===== src/rtl/axil_pkg.sv =====
// Shared AXI4-Lite definitions: response codes and the CPU bridge FSM states.
package axil_pkg;

  typedef enum logic [1:0] {
    OKAY   = 2'b00,
    EXOKAY = 2'b01,
    SLVERR = 2'b10,
    DECERR = 2'b11
  } axil_resp_t;

  typedef enum logic [2:0] {
    ST_IDLE   = 3'd0,
    ST_WRITE  = 3'd1,
    ST_WRESP  = 3'd2,
    ST_READ_A = 3'd3,
    ST_READ_D = 3'd4,
    ST_DONE   = 3'd5
  } cpu_axil_state_t;

endpackage


===== src/rtl/cpu_axil_master.sv =====
// Byte-wide CPU request port to AXI4-Lite master bridge. Each CPU access
// becomes one single-beat AXI-Lite transaction; the requester sees a one-cycle
// o_ack once the AXI response has come back.
module cpu_axil_master
  import axil_pkg::*;
#(
  parameter int ADDR_W = 32
) (
  input  logic              i_clk,
  input  logic              i_reset,
  input  logic              i_req,
  input  logic              i_we,
  input  logic [ADDR_W-1:0] i_addr,
  input  logic [7:0]        i_wdata,
  output logic              o_ack,
  output logic [7:0]        o_rdata,
  output logic              o_err,
  output logic              M_AXIL_AWVALID,
  input  logic              M_AXIL_AWREADY,
  output logic [ADDR_W-1:0] M_AXIL_AWADDR,
  output logic              M_AXIL_WVALID,
  input  logic              M_AXIL_WREADY,
  output logic [31:0]       M_AXIL_WDATA,
  output logic [3:0]        M_AXIL_WSTRB,
  input  logic              M_AXIL_BVALID,
  output logic              M_AXIL_BREADY,
  input  logic [1:0]        M_AXIL_BRESP,
  output logic              M_AXIL_ARVALID,
  input  logic              M_AXIL_ARREADY,
  output logic [ADDR_W-1:0] M_AXIL_ARADDR,
  input  logic              M_AXIL_RVALID,
  output logic              M_AXIL_RREADY,
  input  logic [31:0]       M_AXIL_RDATA,
  input  logic [1:0]        M_AXIL_RRESP
);

  cpu_axil_state_t   state, state_nxt;
  logic [ADDR_W-1:0] addr_q;
  logic [7:0]        wdata_q;
  logic [1:0]        lane_q;
  logic              aw_done, w_done;
  logic              aw_hs, w_hs, ar_hs, b_hs, r_hs;
  logic              capture;

  assign aw_hs   = M_AXIL_AWVALID && M_AXIL_AWREADY;
  assign w_hs    = M_AXIL_WVALID  && M_AXIL_WREADY;
  assign ar_hs   = M_AXIL_ARVALID && M_AXIL_ARREADY;
  assign b_hs    = M_AXIL_BVALID  && M_AXIL_BREADY;
  assign r_hs    = M_AXIL_RVALID  && M_AXIL_RREADY;
  assign capture = (state == ST_IDLE) && i_req;

  // Payloads come straight from the capture registers, so they are stable
  // for as long as the corresponding VALID is held.
  assign M_AXIL_AWADDR = {addr_q[ADDR_W-1:2], 2'b00};
  assign M_AXIL_ARADDR = {addr_q[ADDR_W-1:2], 2'b00};
  assign M_AXIL_WDATA  = {4{wdata_q}};
  assign M_AXIL_WSTRB  = 4'b0001 << lane_q;

  // State register.
  always_ff @(posedge i_clk) begin
    if (i_reset) state <= ST_IDLE;
    else         state <= state_nxt;
  end

  // Next-state decode plus the state-decoded READY and ack outputs.
  always_comb begin
    state_nxt     = state;
    M_AXIL_BREADY = 1'b0;
    M_AXIL_RREADY = 1'b0;
    o_ack         = 1'b0;
    case (state)
      ST_IDLE: begin
        if (i_req) state_nxt = i_we ? ST_WRITE : ST_READ_A;
      end
      ST_WRITE: begin
        // A handshake in this very cycle counts as done.
        if ((aw_done || aw_hs) && (w_done || w_hs)) state_nxt = ST_WRESP;
      end
      ST_WRESP: begin
        M_AXIL_BREADY = 1'b1;
        if (M_AXIL_BVALID) state_nxt = ST_DONE;
      end
      ST_READ_A: begin
        if (ar_hs) state_nxt = ST_READ_D;
      end
      ST_READ_D: begin
        M_AXIL_RREADY = 1'b1;
        if (M_AXIL_RVALID) state_nxt = ST_DONE;
      end
      ST_DONE: begin
        o_ack     = 1'b1;
        state_nxt = ST_IDLE;
      end
      default: state_nxt = ST_IDLE;
    endcase
  end

  // Request capture, registered VALIDs with per-channel done flags, and
  // response capture into o_rdata/o_err.
  always_ff @(posedge i_clk) begin
    if (i_reset) begin
      addr_q         <= '0;
      wdata_q        <= '0;
      lane_q         <= '0;
      M_AXIL_AWVALID <= 1'b0;
      M_AXIL_WVALID  <= 1'b0;
      M_AXIL_ARVALID <= 1'b0;
      aw_done        <= 1'b0;
      w_done         <= 1'b0;
      o_rdata        <= '0;
      o_err          <= 1'b0;
    end else begin
      if (capture) begin
        addr_q         <= i_addr;
        wdata_q        <= i_wdata;
        lane_q         <= i_addr[1:0];
        M_AXIL_AWVALID <= i_we;
        M_AXIL_WVALID  <= i_we;
        M_AXIL_ARVALID <= !i_we;
        aw_done        <= 1'b0;
        w_done         <= 1'b0;
      end
      if (aw_hs) begin
        M_AXIL_AWVALID <= 1'b0;
        aw_done        <= 1'b1;
      end
      if (w_hs) begin
        M_AXIL_WVALID <= 1'b0;
        w_done        <= 1'b1;
      end
      if (ar_hs) M_AXIL_ARVALID <= 1'b0;
      if (b_hs) o_err <= (axil_resp_t'(M_AXIL_BRESP) != OKAY);
      if (r_hs) begin
        o_rdata <= M_AXIL_RDATA[{lane_q, 3'b000} +: 8];
        o_err   <= (axil_resp_t'(M_AXIL_RRESP) != OKAY);
      end
    end
  end

endmodule


===== config.mk =====
export PLATFORM = sky130hd
export DESIGN_NAME = cpu_axil_master
export DESIGN_NICKNAME = d
export VERILOG_FILES = /design/src/rtl/axil_pkg.sv /design/src/rtl/cpu_axil_master.sv
export SDC_FILE = /design/constraint.sdc
export NUM_CORES = 1
export LEC_CHECK = 0
export BUFFER_PORTS_ARGS = -buffer_cell sky130_fd_sc_hd__buf_4
export CORE_ASPECT_RATIO = 1.25
export CORE_UTILIZATION = 33
export CTS_BUF_LIST = sky130_fd_sc_hd__clkbuf_16
export DETAILED_ROUTE_END_ITERATION = 16
export GPL_ROUTABILITY_DRIVEN = 0
export PLACE_DENSITY_LB_ADDON = 0.12
export SETUP_SLACK_MARGIN = 0.1
export SLEW_MARGIN = 20
export SYNTH_ARGS = -nofsm -noshare
export SYNTH_HDL_FRONTEND = slang
export SYNTH_SLANG_ARGS = --single-unit

===== constraint.sdc =====
create_clock -name i_clk -period 1.5 [get_ports i_clk]
set_input_delay 0.075 -clock i_clk [delete_from_list [all_inputs] [get_ports i_clk]]
set_output_delay 0.075 -clock i_clk [all_outputs]
set_load 0.01 [all_outputs]

* Word level (Yosys, flattened, before mapping)
Cells that the tools add are included.
W data, S select, Z words.
** Operators by class
- Shift operators :: 2
- Reduce and logical (&&, ||, !) cells :: 20
- Mux-type cells :: 15
- Equality and inequality tests :: 10
** Operators with widths (number)
- $shiftx A32 B6 Y8 :: 1
- $mux W3 :: 5
- $pmux W3 S5 :: 1
- $ne A2 B2 Y1 const B :: 5
- $reduce_bool A2 Y1 :: 5
- $mux W1 :: 8
- $logic_and A1 B1 Y1 :: 7
- $eq A3 B2 Y1 const B :: 2
- $eq A3 B3 Y1 const B :: 2
- $reduce_or A2 Y1 :: 3
- $reduce_and A5 Y1 :: 1
- $shl A1 B2 Y4 const A :: 1
- $eq A3 B1 Y1 const B :: 1
- $logic_not A3 Y1 :: 1
- $logic_or A1 B1 Y1 :: 2
- $mux W2 :: 1
- $logic_not A1 Y1 :: 1
** Storage, ports and cells
- Output and inout port bits :: 115
- Word-level logic and storage cells :: 58
- Input port bits :: 85
- Register bits after elaboration :: 59

* Logic depth before layout (Yosys ltp)
Gate-level depths: netlist of the first run.
- Word-level depth :: 5
- Gate-level depth with buffers :: 6

* Worst setup path before layout of the first run
No wires, ideal clock.
- Path type :: register to register
- Start point :: register, netlist name addr_q[0]
- End point :: register o_rdata[3]
- Arrival time :: 1.224 ns
- Required time :: 1.368 ns
- Setup time :: 0.132 ns
- Slack :: 0.144 ns
- Cell stages (with the launch flop) :: 5
- Path through :: dfxtp_1 buf_4 mux4_2 nand2_1 a21oi_1
** RTL lines
- end signal, assigned :: RTL line cpu_axil_master.sv:134 : o_rdata <= M_AXIL_RDATA[{lane_q, 3'b000} +: 8];
- end, declared :: RTL line cpu_axil_master.sv:16 : output logic [7:0] o_rdata,

* Worst setup path in the final report of the first run
- Start point :: register state[2]
- End point :: output port M_AXIL_RREADY
** On the way
- Cells in the longest elaborated chain, start to end :: 2
** RTL lines
- start, declared :: RTL line cpu_axil_master.sv:37 : cpu_axil_state_t state, state_nxt;
- start signal, assigned :: RTL line cpu_axil_master.sv:62 : else state <= state_nxt;
- $eq A3 B3 Y1 :: RTL line cpu_axil_master.sv:71 : case (state)
- $mux W1 :: RTL line cpu_axil_master.sv:71
- end, declared :: RTL line cpu_axil_master.sv:32 : output logic M_AXIL_RREADY,
Every way passes these cells.

==> results of run 1 <==
[sequential cells by signal, indices dropped and copies added, names as in the netlist]
| register | cells |
|---|---|
| o_rdata | 8 |
| addr_q | 32 |
| M_AXIL_WVALID | 1 |
| aw_done | 1 |
| state | 3 |
| w_done | 1 |
| M_AXIL_AWVALID | 1 |
| M_AXIL_ARVALID | 1 |
| wdata_q | 8 |
| o_err | 1 |
[kinds of logic (layout without fill, tap and decap cells)]
logic type / count (synthesis) / in the layout / synth area share [%]
flip-flops: 57 / 57 / 37.9
buffers and inverters: 109 / 252 / 26.1
AND/OR/NAND/NOR: 130 / 130 / 18.7
multiplexers: 8 / 8 / 5.99
AO/OA/AOI/OAI: 62 / 62 / 11.1
other: 1 / 4 / 0.125
[Yosys cell counts]
library cell	instances	share of area (%)
nand3_1	3	0.50
nor3b_2	1	0.42
o21ai_0	3	0.50
dfxtp_1	57	38
a211oi_1	1	0.25
mux4_2	8	6.0
nor2_1	6	0.75
buf_2	7	1.2
nand2b_1	3	0.62
and3b_1	1	0.29
nor4bb_1	1	0.33
a32o_1	1	0.33
clkbuf_1	6	0.75
nand2_1	103	13
o31ai_1	1	0.25
a221oi_2	1	0.50
nand3b_1	1	0.25
buf_4	90	22
and2_1	2	0.42
conb_1	1	0.12
buf_1	1	0.12
nor2b_1	4	0.83
buf_6	4	1.5
a21oi_1	53	8.8
inv_1	1	0.12
nor3_1	4	0.67
a31oi_1	1	0.21
nor4b_4	1	0.79
a2111oi_0	1	0.29
[path summary, 6_finish.rpt]
check	slack, ns	to	depth (start not counted)	start
worst max register to register	0.16	M_AXIL_ARVALID	5	state[1]
worst min-delay path	0.008	addr_q[14]	3	i_addr[14]
worst min register to register	0.46	o_rdata[7]	2	o_rdata[7]
worst max-delay path	0.15	M_AXIL_RREADY	3	state[2]
[power by group through the flow]
stage / Sequential [mW] / Clock (mW) / Combinational (mW)
2_1_floorplan: 1.84 / 0 / 1.07
3_3_place_gp: 1.88 / 0 / 1.49
3_5_place_dp: 1.89 / 0 / 1.50
4_1_cts: 1.86 / 1.83 / 1.56
5_1_grt: 1.89 / 1.92 / 1.71
6_report: 1.86 / 1.77 / 1.56
[placed cells by master (no fill, tap or decap), types with 2 or more instances in the layout]
cell type and instances:
buf_4 200, nand2_1 102, dfxtp_1 53, a21oi_1 53, dlygate4sd3_1 30, clkbuf_16 9
mux4_2 8, nor2_1 6, nor3_1 4, conb_1 4, dfxtp_2 4, clkinv_2 4
buf_12 4, nor2b_1 3, nand2b_1 3, nand3_1 3, o21ai_0 3, inv_1 2
clkinvlp_4 2
[what timing repair did]
item                                    in CTS  in global routing
buffers inserted                             0                  1
gates resized for setup                      3                  6
hold buffers                                30                  0
pin swaps                                    0                  1
hold endpoints to repair                    30                  0
endpoints found under the setup margin       7                 46
[cell type report]
type	count	area [um2]
clock buffers	9	225
clock inverters	7	38.8
fillers	892	4190
inverters	1	3.75
multi-input cells	204	1110
flip-flops and latches	57	1150
well taps	120	150
repair buffers	235	1890
[stage by stage]
step                utilization, %  setup slack, ns
global route                  52.2           0.0669
finish                        52.2            0.146
floorplan                        -            0.144
CTS                           51.9            0.105
global placement              45.4            0.100
detailed placement            45.4           0.0557
[routing by layer]
metal	up-vias	wire length [um]
met4	0	146
met1	1253	3030
met2	138	3830
met5	-	0
met3	12	773
li1	1385	-
[worst max-delay path, delay by kind of cell (launching register included)]
| family | cells | cell delay, ns |
|---|---|---|
| buffers and inverters | 2 | 0.26 |
| DFF | 1 | 0.43 |
| and+or+nand+nor | 1 | 0.27 |
==> summary.txt, run 1 <==
Vias post-DR: 2788
Sw frac: 29.6%
Largest net degree at the start of global routing: 40
Post-Place Cells: 586
CTS sink count: 57
DRT iter0 DRCs: 79
Clock share of power: 34.1%
Initial antenna violation count: 0
Fraction of met2 tracks used by global routing: 26.5%
Total GRT Usage: 15.8%
Startpoint Class: flop
Total Power: 5.19 mW
Drt pass-1 iters: 4
Die ar.: 0.00951 mm2
Final WL: 7780 um
Sequential share of the synthesized area: 37.9%
Setup Viol. Count Final: 0
Post-DP HPWL: 5730 um
Final hold vios: 0
CTS clock-pin slew for the worst setup and hold paths: 0.05 ns
Floorplan core area: 0.00875 mm2
# port buffers: 195
Hold slack: 0.00774 ns
I/O Pins: 200
CP cell instances: nor3b_4 -> buf_4 -> buf_4
WS Path Type: reg2out
Final Instance Area: 0.00456 mm2
Total gr overflow: 0
Max-cap violations: 0
Fin cells: 633
Std cell rows: 38
CP Data Arrival Time: 1.28 ns
Worst skew pair latency: 0.32 ns
Hold Crit Class: in2reg
TNS Setup: 0 ns
Avg Vias per Cell: 4.40
Die H: 109 um
FF+latch count, synth: 57
CP Capture Type: primary output
Gate power share: 30.0%
Crit Path Max Fanout: 9
Layout cells sized above 1: 46.4%
H-tree depth: 3
Inserted Clock Buffers: 9
DR WL/cell: 12.3 um
Pint: 3.65 mW
Nets: 593
Met1 GRT Util: 17.5%
Synthesized cell area: 0.00301 mm2
Post-route ant nets: 0
Netlist cell types: 29
Fmax: 738 MHz
GRT busiest layer: met2
RSZ-0062 raised after global routing: yes
Worst path slowest cell: dfxtp_2
YS warnings: 0
Power per cell area: 1140 mW/mm2
Clock buffer depth: 2
Post-Synthesis Cells: 367
Most used cell, CP: buf_4
Placed Area: 0.00397 mm2
Worst VDD drop: 0.443 mV
Vias in the first global route: 2460
Crit path time final: 1.35 ns
Leak pwr: 2.10 nW
Final critical-path share of the clock period: 90.3%
P_sw: 1.53 mW
Reg power frac: 35.9%
CP required: 1.42 ns
CTS tree: built
Met3 Usage GRT: 6.21%
Layout area overhead: 51.6%
CP peak stage delay: 0.43 ns
First-pass GRT wire length: 11500 um
Initial Utilization: 34.4%
DRC: 0
Worst relative slew slack: 67.5%
Die X: 87.4 um
Status: completed
Clock Skews: 0.00626 ns
Mapped Avg Cell Area: 8.20 um2
Antenna Cells: 0
Final Slew Violations: 0
Worst-Margin Slew: 0.475 ns
CTS Root Cell: clkbuf_16
No activity file was read; power rests on OpenSTA's default activity.
==> run 2: changes to the inputs <==
--- a/config.mk
+++ b/config.mk
@@ -6,8 +6,10 @@
 export NUM_CORES = 1
 export LEC_CHECK = 0
 export BUFFER_PORTS_ARGS = -buffer_cell sky130_fd_sc_hd__buf_4
+export CELL_PAD_IN_SITES_DETAIL_PLACEMENT = 0
+export CELL_PAD_IN_SITES_GLOBAL_PLACEMENT = 2
 export CORE_ASPECT_RATIO = 1.25
-export CORE_UTILIZATION = 33
+export CORE_UTILIZATION = 21
 export CTS_BUF_LIST = sky130_fd_sc_hd__clkbuf_16
 export DETAILED_ROUTE_END_ITERATION = 16
 export GPL_ROUTABILITY_DRIVEN = 0
==> run 2 against run 1 <==
  * Worst hold slack improved by 0.0026 ns
  * Power is 2.0% higher
  * Sequential share of layout area decreased by 0.87 points
  * Sequential power about the same
  * Core utilization down 18 points
  * Via count increased by 1.8%
  * Clock power barely moved
==> summary.txt, run 2 (synthesis results as in run 1) <==
WS Path Type: reg2out
Biggest register: addr_q
Hold depth: 3 (unchanged)
Inserted Clock Buffers: 9 (unchanged)
CP required: 1.42 ns (about the same)
Max-cap violations: 0 (unchanged)
CTS tree: built
DRT iter0 DRCs: 77 (-2.5%)
Post-route ant nets: 0 (unchanged)
Die ar.: 0.0148 mm2 (+56%)
Nets: 605 (+2.0%)
Largest net degree at the start of global routing: 33 (-18%)
Die X: 109 um (+25%)
Hold_sp: i_addr[17]
Fmax: 737 MHz (-0.13%)
CTS clock-pin slew for the worst setup and hold paths: 0.05 ns (about the same)
Hold slack: 0.0103 ns (+0.00259 ns)
Final Slew Violations: 0 (unchanged)
Most frequent cells in the layout: 207 x buf_4, 103 x nand2_1, 54 x dfxtp_1, 53 x a21oi_1, 34 x dlygate4sd3_1
Vias post-DR: 2839 (+1.8%)
Crit path depth: 4 (+1)
H-tree depth: 3 (unchanged)
CTS sink count: 57 (unchanged)
Floorplan core area: 0.0139 mm2 (+59%)
GRT busiest layer: met2
CP top delay family: flip-flops
Area of the multi-input gates: 0.00110 mm2 (-0.34%)
Fraction of met2 tracks used by global routing: 20.9% (-5.6 points)
I/O Pins: 200 (unchanged)
Worst r2r path cells: 5 (unchanged)
CP peak stage delay: 0.39 ns (-0.04 ns)
Met1 GRT Util: 13.0% (-4.5 points)
DRC: 0 (unchanged)
DR WL/cell: 12.7 um (+3.0%)
CTS Root Cell: clkbuf_16
Setup Viol. Count Final: 0 (unchanged)
Worst VDD drop: 0.404 mV (-8.9%)
Worst reg2reg path startpoint: state[1]
# fillers: 1507 (+69%)
Commonest non-fill, non-tap cell in the layout: buf_4
Crit Path Max Fanout: 8 (-1)
CP cell instances: nor2b_2 -> buf_4 -> nor2b_1 -> buf_4
CP Data Arrival Time: 1.28 ns (about the same)
Die H: 136 um (+25%)
Avg Vias per Cell: 4.06 (-7.9%)
Worst skew pair latency: 0.32 ns (about the same)
TNS Setup: 0 ns (unchanged)
Buf/Inv on CP: 2 (unchanged)
Clock buffer depth: 2 (unchanged)
Max reg flops: 32 (unchanged)
Power per cell area: 1120 mW/mm2 (-1.6%)
Initial antenna violation count: 0 (unchanged)
FF/Latch Area: 0.00115 mm2 (+0.11%)
Std cell rows: 48 (+26%)
Status: completed
CP Capture Type: primary output
Vias in the first global route: 2720 (+11%)
Startpoint Class: flop
Final critical-path share of the clock period: 90.4% (+0.12 points)
Antenna Cells: 0 (unchanged)
Worst path slowest cell: dfxtp_4
Leak pwr: 2.15 nW (+2.4%)
Reg-to-Reg End: M_AXIL_ARVALID
Most used cell, CP: buf_4
Hold endpoint: addr_q[17]
Hold Crit Class: in2reg
Initial Utilization: 21.7% (-13 points)
First-pass GRT wire length: 13700 um (+19%)
Final hold vios: 0 (unchanged)
RSZ-0062 raised after global routing: yes
Final WL: 8860 um (+14%)
Crit path time final: 1.36 ns (+0.00176 ns)
Total GRT Usage: 12.1% (-3.7 points)
Post-DP HPWL: 6700 um (+17%)
Final core occ: 34.1% (-18 points)
Clock Skews: 0.0105 ns (+0.00425 ns)
Total gr overflow: 0 (unchanged)
Layout cells sized above 1: 46.5% (+0.082 points)
Drt pass-1 iters: 4 (unchanged)
Layout area overhead: 57.3%
# port buffers: 195 (unchanged)
R2R Setup Slk: 0.17 ns (about the same)
Regs by FF count: addr_q (32), o_rdata (8), wdata_q (8)
Met3 Usage GRT: 4.89% (-1.3 points)
[run 2: cell types whose count changed in the layout (fill, tap and decap cells not counted), moves of 2 or more]
cell	change
buf_4	+7
clkinv_1	+2
dfxtp_2	-2
dlygate4sd3_1	+4
[run 2: through the flow]
stage,cells,area (um2),total power [mW],setup WS [ns]
detailed placement,644,4040,3.39,0.0516
global placement,644,4040,3.38,0.102
global route,700,4730,5.65,0.0632
CTS,695,4650,5.33,0.0412
floorplan,370,3020,2.90,0.144
finish,700,4730,5.29,0.144
[run 2: worst max-delay path by stage]
stage	startpoint	to	slack, ns
after global placement	state[2]	o_rdata[4]	0.10
after global routing	state[1]	M_AXIL_BREADY	0.06
after floorplan	addr_q[0]	o_rdata[3]	0.14
final	state[1]	M_AXIL_BREADY	0.14
after CTS	state[1]	M_AXIL_BREADY	0.04
after detailed placement	state[2]	M_AXIL_WVALID	0.05
[run 2: metal layers]
metal / up-vias / part of all wire (%)
met2: 118 / 51
li1: 1413 / -
met3: 10 / 9.2
met4: 0 / 1.3
met1: 1298 / 39
met5: - / 0
[run 2: worst reg2reg max path, cell delays in order (launching register included)]
cell and delay (ns):
dfxtp_4 0.37, nor4b_4 0.28, buf_4 0.18, buf_4 0.11, nand2b_1 0.09, a221oi_2 0.21
[run 2: final cells by class]
type | instances | share of cell area, %
inverters | 1 | 0.0793
repair buffers | 247 | 42.2
clock buffers | 9 | 4.76
multi-input cells | 204 | 23.3
flip-flops and latches | 57 | 24.2
clock inverters | 7 | 0.793
well taps | 175 | 4.63
[run 2: where the power goes]
group	internal, mW	switching (mW)
logic	0.920	0.728
clock network	1.09	0.702
registers	1.69	0.163
total	3.70	1.59
[run 2: timing repair]
action                                  4_1_cts  5_1_grt
endpoints found under the hold margin        33        1
resized for setup                             4        9
setup buffers                                 2        4
hold buffers                                 33        1
endpoints found under the setup margin       33       16
pin swaps                                     0        2
